===== src/rtl/mem_scan_pkg.sv =====
// Shared definitions for the scan-side memory burst engine: mode encodings,
// FSM state type and the default signature polynomial.
package mem_scan_pkg;

  localparam logic [1:0] MODE_READ     = 2'b00;
  localparam logic [1:0] MODE_WR_CONST = 2'b01;
  localparam logic [1:0] MODE_WR_INC   = 2'b10;
  localparam logic [1:0] MODE_READ_ALT = 2'b11;

  localparam logic [31:0] MISR_POLY_DEFAULT = 32'h04C11DB7;

  typedef enum logic [1:0] {
    IDLE  = 2'd0,
    RUN   = 2'd1,
    DRAIN = 2'd2
  } scan_state_e;

  function automatic logic mode_is_read(input logic [1:0] mode);
    return (mode == MODE_READ) || (mode == MODE_READ_ALT);
  endfunction

endpackage


===== src/rtl/mem_scan_toggle_sync.sv =====
// Toggle-request synchronizer: SYNC_STAGES flops, a history flop and a
// registered edge pulse. Reusable by any scan wrapper taking toggle requests.
module mem_scan_toggle_sync #(
  parameter int SYNC_STAGES = 3
) (
  input  logic clk,
  input  logic rst_n,
  input  logic i_toggle,
  output logic o_edge
);

  logic [SYNC_STAGES-1:0] r_sync;
  logic                   r_hist;
  logic                   r_edge;

  always_ff @(posedge clk or negedge rst_n) begin
    if (!rst_n) begin
      r_sync <= '0;
      r_hist <= 1'b0;
      r_edge <= 1'b0;
    end else begin
      r_sync <= {r_sync[SYNC_STAGES-2:0], i_toggle};
      r_hist <= r_sync[SYNC_STAGES-1];
      // Registered pulse keeps the edge glitch-free toward the FSM.
      r_edge <= r_sync[SYNC_STAGES-1] ^ r_hist;
    end
  end

  assign o_edge = r_edge;

endmodule


===== src/rtl/mem_scan_burst.sv =====
// Scan-side multi-word burst engine in front of an SRAM macro; core path is
// passed through when mem_use_scan is low. Signature register: MEM_SCAN_MISR_EN.
//
// state | meaning
// IDLE  | waiting for an accepted trigger edge, macro deselected
// RUN   | one access per cycle at base+index
// DRAIN | capture of the final read word, then back to IDLE
module mem_scan_burst
  import mem_scan_pkg::*;
#(
  parameter int                  ADDR_BITS   = 16,
  parameter int                  DQ_BITS     = 32,
  parameter int                  BW_BITS     = 4,
  parameter int                  LEN_BITS    = 8,
  parameter int                  SYNC_STAGES = 3,
  parameter logic [DQ_BITS-1:0]  MISR_POLY   = DQ_BITS'(MISR_POLY_DEFAULT)
) (
  input  logic                 CLK,
  input  logic                 mem_scan_reset_n,
  input  logic                 mem_use_scan,
  input  logic                 scan_mem_sel,
  input  logic                 mem_trigger,
  input  logic [ADDR_BITS-1:0] scan_addr,
  input  logic [DQ_BITS-1:0]   scan_d,
  input  logic [LEN_BITS-1:0]  scan_len,
  input  logic [1:0]           scan_mode,
  input  logic [ADDR_BITS-1:0] A,
  input  logic [DQ_BITS-1:0]   D,
  input  logic [BW_BITS-1:0]   BWE_n,
  input  logic                 CE_n,
  input  logic [DQ_BITS-1:0]   Q,
  output logic [ADDR_BITS-1:0] mem_addr,
  output logic [DQ_BITS-1:0]   mem_d,
  output logic [BW_BITS-1:0]   mem_bwen_n,
  output logic                 mem_cen_n,
  output logic [DQ_BITS-1:0]   scan_q,
  output logic [DQ_BITS-1:0]   scan_sig,
  output logic                 scan_busy,
  output logic                 scan_done,
  output logic                 scan_overrun
);

  scan_state_e r_state, w_state_nxt;

  logic [ADDR_BITS-1:0] r_base;
  logic [DQ_BITS-1:0]   r_d;
  logic [LEN_BITS-1:0]  r_len;
  logic [LEN_BITS-1:0]  r_idx;
  logic [1:0]           r_mode;
  logic                 r_rd_pend;
  logic [DQ_BITS-1:0]   r_q;
  logic                 r_done;
  logic                 r_overrun;

  logic w_edge;
  logic w_accept;
  logic w_last;
  logic w_is_read;

  mem_scan_toggle_sync #(
    .SYNC_STAGES (SYNC_STAGES)
  ) u_sync (
    .clk      (CLK),
    .rst_n    (mem_scan_reset_n),
    .i_toggle (mem_trigger),
    .o_edge   (w_edge)
  );

  assign w_accept  = w_edge & scan_mem_sel & mem_use_scan & (r_state == IDLE);
  assign w_last    = (r_idx == r_len);
  assign w_is_read = mode_is_read(r_mode);

  always_ff @(posedge CLK or negedge mem_scan_reset_n) begin
    if (!mem_scan_reset_n) r_state <= IDLE;
    else                   r_state <= w_state_nxt;
  end

  always_comb begin
    w_state_nxt = r_state;
    case (r_state)
      IDLE:    if (w_accept) w_state_nxt = RUN;
      RUN: begin
        if (!mem_use_scan) w_state_nxt = IDLE;
        else if (w_last)   w_state_nxt = DRAIN;
      end
      DRAIN:   w_state_nxt = IDLE;
      default: w_state_nxt = IDLE;
    endcase
  end

  always_ff @(posedge CLK or negedge mem_scan_reset_n) begin
    if (!mem_scan_reset_n) begin
      r_base    <= '0;
      r_d       <= '0;
      r_len     <= '0;
      r_idx     <= '0;
      r_mode    <= MODE_READ;
      r_rd_pend <= 1'b0;
      r_q       <= '0;
      r_done    <= 1'b0;
      r_overrun <= 1'b0;
    end else begin
      if (w_accept) begin
        r_base <= scan_addr;
        r_d    <= scan_d;
        r_len  <= scan_len;
        r_mode <= scan_mode;
        r_idx  <= '0;
      end else if ((r_state == RUN) && mem_use_scan && !w_last) begin
        r_idx <= r_idx + 1'b1;
      end

      // Q belongs to the access issued one cycle earlier.
      r_rd_pend <= (r_state == RUN) && mem_use_scan && w_is_read;
      if (r_rd_pend) r_q <= Q;

      // An abort during the final DRAIN cycle suppresses completion.
      if ((r_state == DRAIN) && mem_use_scan) r_done <= ~r_done;

      if (w_accept)
        r_overrun <= 1'b0;
      else if (w_edge && scan_mem_sel && (r_state != IDLE))
        r_overrun <= 1'b1;
    end
  end

`ifdef MEM_SCAN_MISR_EN
  logic [DQ_BITS-1:0] r_sig;

  always_ff @(posedge CLK or negedge mem_scan_reset_n) begin
    if (!mem_scan_reset_n) begin
      r_sig <= '0;
    end else if (w_accept && mode_is_read(scan_mode)) begin
      r_sig <= '0;
    end else if (r_rd_pend) begin
      r_sig <= {r_sig[DQ_BITS-2:0], 1'b0}
             ^ (r_sig[DQ_BITS-1] ? MISR_POLY : '0)
             ^ Q;
    end
  end

  assign scan_sig = r_sig;
`else
  logic w_unused_poly;
  assign w_unused_poly = ^MISR_POLY;
  assign scan_sig      = '0;
`endif

  always_comb begin
    mem_addr   = A;
    mem_d      = D;
    mem_bwen_n = BWE_n;
    mem_cen_n  = CE_n;
    if (mem_use_scan) begin
      mem_addr   = r_base + ADDR_BITS'(r_idx);
      mem_d      = (r_mode == MODE_WR_INC) ? (r_d + DQ_BITS'(r_idx)) : r_d;
      mem_bwen_n = w_is_read ? '1 : '0;
      mem_cen_n  = (r_state != RUN);
    end
  end

  assign scan_q       = r_q;
  assign scan_busy    = (r_state != IDLE);
  assign scan_done    = r_done;
  assign scan_overrun = r_overrun;

endmodule


===== config.mk =====
export PLATFORM = sky130hd
export DESIGN_NAME = mem_scan_burst
export DESIGN_NICKNAME = d
export VERILOG_FILES = /design/src/rtl/mem_scan_pkg.sv /design/src/rtl/mem_scan_toggle_sync.sv /design/src/rtl/mem_scan_burst.sv
export SDC_FILE = /design/constraint.sdc
export NUM_CORES = 1
export LEC_CHECK = 0
export ABC_AREA = 1
export CAP_MARGIN = 20
export CORE_UTILIZATION = 56
export DETAILED_ROUTE_END_ITERATION = 7
export DONT_BUFFER_PORTS = 1
export PLACE_DENSITY = 0.7
export RECOVER_POWER = 50
export REMOVE_ABC_BUFFERS = 1
export SYNTH_ARGS = -nofsm -noshare
export SYNTH_HDL_FRONTEND = slang
export SYNTH_SLANG_ARGS = --single-unit

===== constraint.sdc =====
create_clock -name CLK -period 4.9 [get_ports CLK]
set_input_delay 0.98 -clock CLK [delete_from_list [all_inputs] [get_ports CLK]]
set_output_delay 0.98 -clock CLK [all_outputs]
set_load 0.03 [all_outputs]

==> results.json <==
{
  "drc": 0,
  "p_clk_frac": 0.187,
  "syn_avg_cell_area_um2": 7.601,
  "final-hold-violation-count": 0,
  "drive_gt1_frac": 0.1123,
  "worstRegToRegCells": 6,
  "worstPathRequired_ns": 5.15,
  "grtUsageTotal": 0.2860,
  "power_switching_uw": 1846,
  "gp_congestion": 0.9108,
  "setup_viol": 0,
  "grt_pass1_vias": 5827,
  "cts_inserted_buffers": 9,
  "cp-end-kind": "flop",
  "p_leak_uw": 0.003532,
  "die_w_um": 114.0,
  "startpoint_type": "input port",
  "post-dp-hpwl_mm": 12.94,
  "yosysTopAreaCell": "dfrtp_1",
  "synth_top_area_frac": 0.3844,
  "ys_ff_latch": 108,
  "maxSlewHeadroom": -0.1804,
  "grt_antenna_before_repair": 0,
  "internal_power_uw": 2002,
  "slew_violations": 36,
  "rsz0062_at_grt": "no",
  "cts_tree": "done",
  "switching_share": 0.4797,
  "synth_edf_count": 0,
  "max_freq_mhz": 253.3,
  "fin_nets": 1071,
  "reg2reg_from": "r_state[1]",
  "yosysMostFrequentCell": "nand2_1",
  "synth_area_mm2": 0.007030,
  "io_pins": 268,
  "tns_ns": 0,
  "reg2reg_slack_ns": 1.02,
  "clk_latency_ns": 0.35,
  "p_seq_frac": 0.464,
  "cts.sinks": 108,
  "area_delta_synth_final_pct": 2.669,
  "max-vdd-ir-drop_mv": 0.5269,
  "yosys-top-cells-count": "333 x nand2_1, 108 x dfrtp_1, 67 x nand3_1",
  "vias": 5919,
  "path_cells": "nand4_1 > inv_2 > buf_12 > nand2_1 > o21ai_0",
  "netlist_instances": 925,
  "via_per_inst": 5.501,
  "finalPower_uw": 3848,
  "crit_start": "mem_use_scan",
  "synth_seq_area_share": 0.3844,
  "grt_overflow": 0,
  "powerDensity_mw_per_mm2": 533.0,
  "dr.pass1.iters": 6,
  "ant_nets": 0,
  "core_area_mm2": 0.01211,
  "cts_resized": 0,
  "fillCellCount": 1162,
  "cts_max_level": 3,
  "fin_skew_ns": 0.006608,
  "rr_endpoint": "r_d[29]",
  "worst_slew_pin_slew_ns": 1.765,
  "fp.dieH_um": 114.0,
  "arrival_ns": 4.20,
  "path_max_fanout": 48,
  "async_reset_ff_frac": 1.000,
  "grt_max_degree": 109,
  "crit_slowest_cell": "inv_2",
  "fin_crit_ns": 3.949,
  "routedWlPerCell_um": 16.78,
  "drv_cap": 1,
  "cts_setup_buffers": 0,
  "worstSetupPathType": "input port to flop",
  "ys_top_cells_by_area": "dfrtp_1 38%, nand2_1 18%, mux2_2 5.0%",
  "cts_hold_buf": 0,
  "dieArea_mm2": 0.01301,
  "slowest_delay_ns": 1.38,
  "cts-root-buf": "clkbuf_16",
  "routed_wl_mm": 18.06,
  "ys_types": 42,
  "yosysWarnings": 0,
  "grt_pass1_wl_mm": 28.81,
  "status": "finished, violations left",
  "clk_path_buf_depth": 2,
  "clk_pin_slew_ns": 0.08,
  "min_period_over_period": 0.8058,
  "portBuffers": 0,
  "combPwrFrac": 0.349,
  "drt_iter0_drc": 390,
  "violations": "capacitance limit, slew limit",
  "diodes": 0,
  "hp-class": "input port to asynchronous set/reset pin",
  "synth_ff_type": "dfrtp_1",
  "row_count": 40,
  "initial_core_util": 0.5805
}
==> power by group through the flow <==
stage | clock [uW] | combinational, uW | sequential, uW
6_report | 719 | 1340 | 1790
5_1_grt | 768 | 1490 | 1820
4_1_cts | 733 | 1350 | 1780
3_5_place_dp | 0 | 1340 | 1790
3_3_place_gp | 0 | 1310 | 1790
2_1_floorplan | 0 | 1110 | 1700
==> how the worst max path moves through the flow <==
stage / end / slack [ns] / cells after the start
floorplan: mem_d[25] / 1.72 / 10
global placement: mem_addr[12] / 1.49 / 8
detailed placement: mem_addr[12] / 1.44 / 8
CTS: mem_addr[12] / 1.03 / 8
global route: r_d[29] / 0.57 / 5
finish: r_d[29] / 0.95 / 5
==> area by class of cell <==
class / count / area, um^2 / share of cell area
clock inverters: 6 / 57.56 / 0.007974
clock buffers: 10 / 229.0 / 0.03172
repair buffers: 3 / 31.28 / 0.004334
inverters: 68 / 255.2 / 0.03536
flip-flops and latches: 108 / 2703 / 0.3744
well taps: 168 / 210.2 / 0.02912
multi-input cells: 713 / 3732 / 0.5171
==> critical path, delay by kind of cell <==
family	cells	cell delay, ns
buffers and inverters	2	1.68
and+or+nand+nor	2	1.42
AOI/OAI and AO/OA	1	0.09
==> cells in the final DEF, fill, tap and decap left out, drive strengths merged, types with 2 or more instances in the layout <==
cell type  instances
xnor2              9
fa                 2
inv               71
nor3              14
conb              32
dfrtp            108
xor2              19
a31oi              4
a21oi             18
mux2              32
nand4             22
nand3b             2
o21ai             54
buf                2
clkbuf            11
nand3             75
ha                18
nor2              60
clkinv             2
nand2            344
or2                2
==> layer usage <==
layer / vias up / share of wire / track usage
met1: 2777 / 0.42 / 0.3534
li1: 2864 / - / -
met4: 0 / 0.016 / 0.07273
met2: 254 / 0.49 / 0.4982
met3: 24 / 0.073 / 0.07333
met5: - / 0 / 0
==> flip-flops by register name, summed over array words and instances (netlist names) <==
| name | flops |
|---|---|
| scan_done | 1 |
| u_sync.r_sync | 3 |
| r_len | 8 |
| r_d | 32 |
| scan_q | 32 |
| r_state | 2 |
| r_rd_pend | 1 |
| r_base | 16 |
| r_mode | 2 |
| u_sync.r_hist | 1 |
| u_sync.o_edge | 1 |
| scan_overrun | 1 |
| r_idx | 8 |
==> cell families after synthesis <==
kind of cell	share of synthesized area
AO/OA/AOI/OAI	0.06158
XOR/XNOR	0.03488
adder cells (fa/ha/maj)	0.03773
buffers and inverters	0.09913
flip-flops	0.3844
multiplexers	0.05125
other	0.0005334
AND/OR/NAND/NOR	0.3305
==> metrics by stage <==
| stage | cells | hold WS (ns) | setup slack, ns | cell area [um^2] | util |
|---|---|---|---|---|---|
| detailed placement | 1059 | 0.3347 | 1.435 | 6943 | 0.5732 |
| global placement | 1059 | 0.3363 | 1.485 | 6943 | 0.5732 |
| CTS | 1075 | 0.3047 | 1.034 | 7229 | 0.5969 |
| global route | 1076 | 0.2911 | 0.5668 | 7218 | 0.5960 |
| finish | 1076 | 0.3150 | 0.9513 | 7218 | 0.5960 |
| floorplan | 889 | 0.3312 | 1.719 | 6705 | - |
Power figures use the tool's default switching activity.
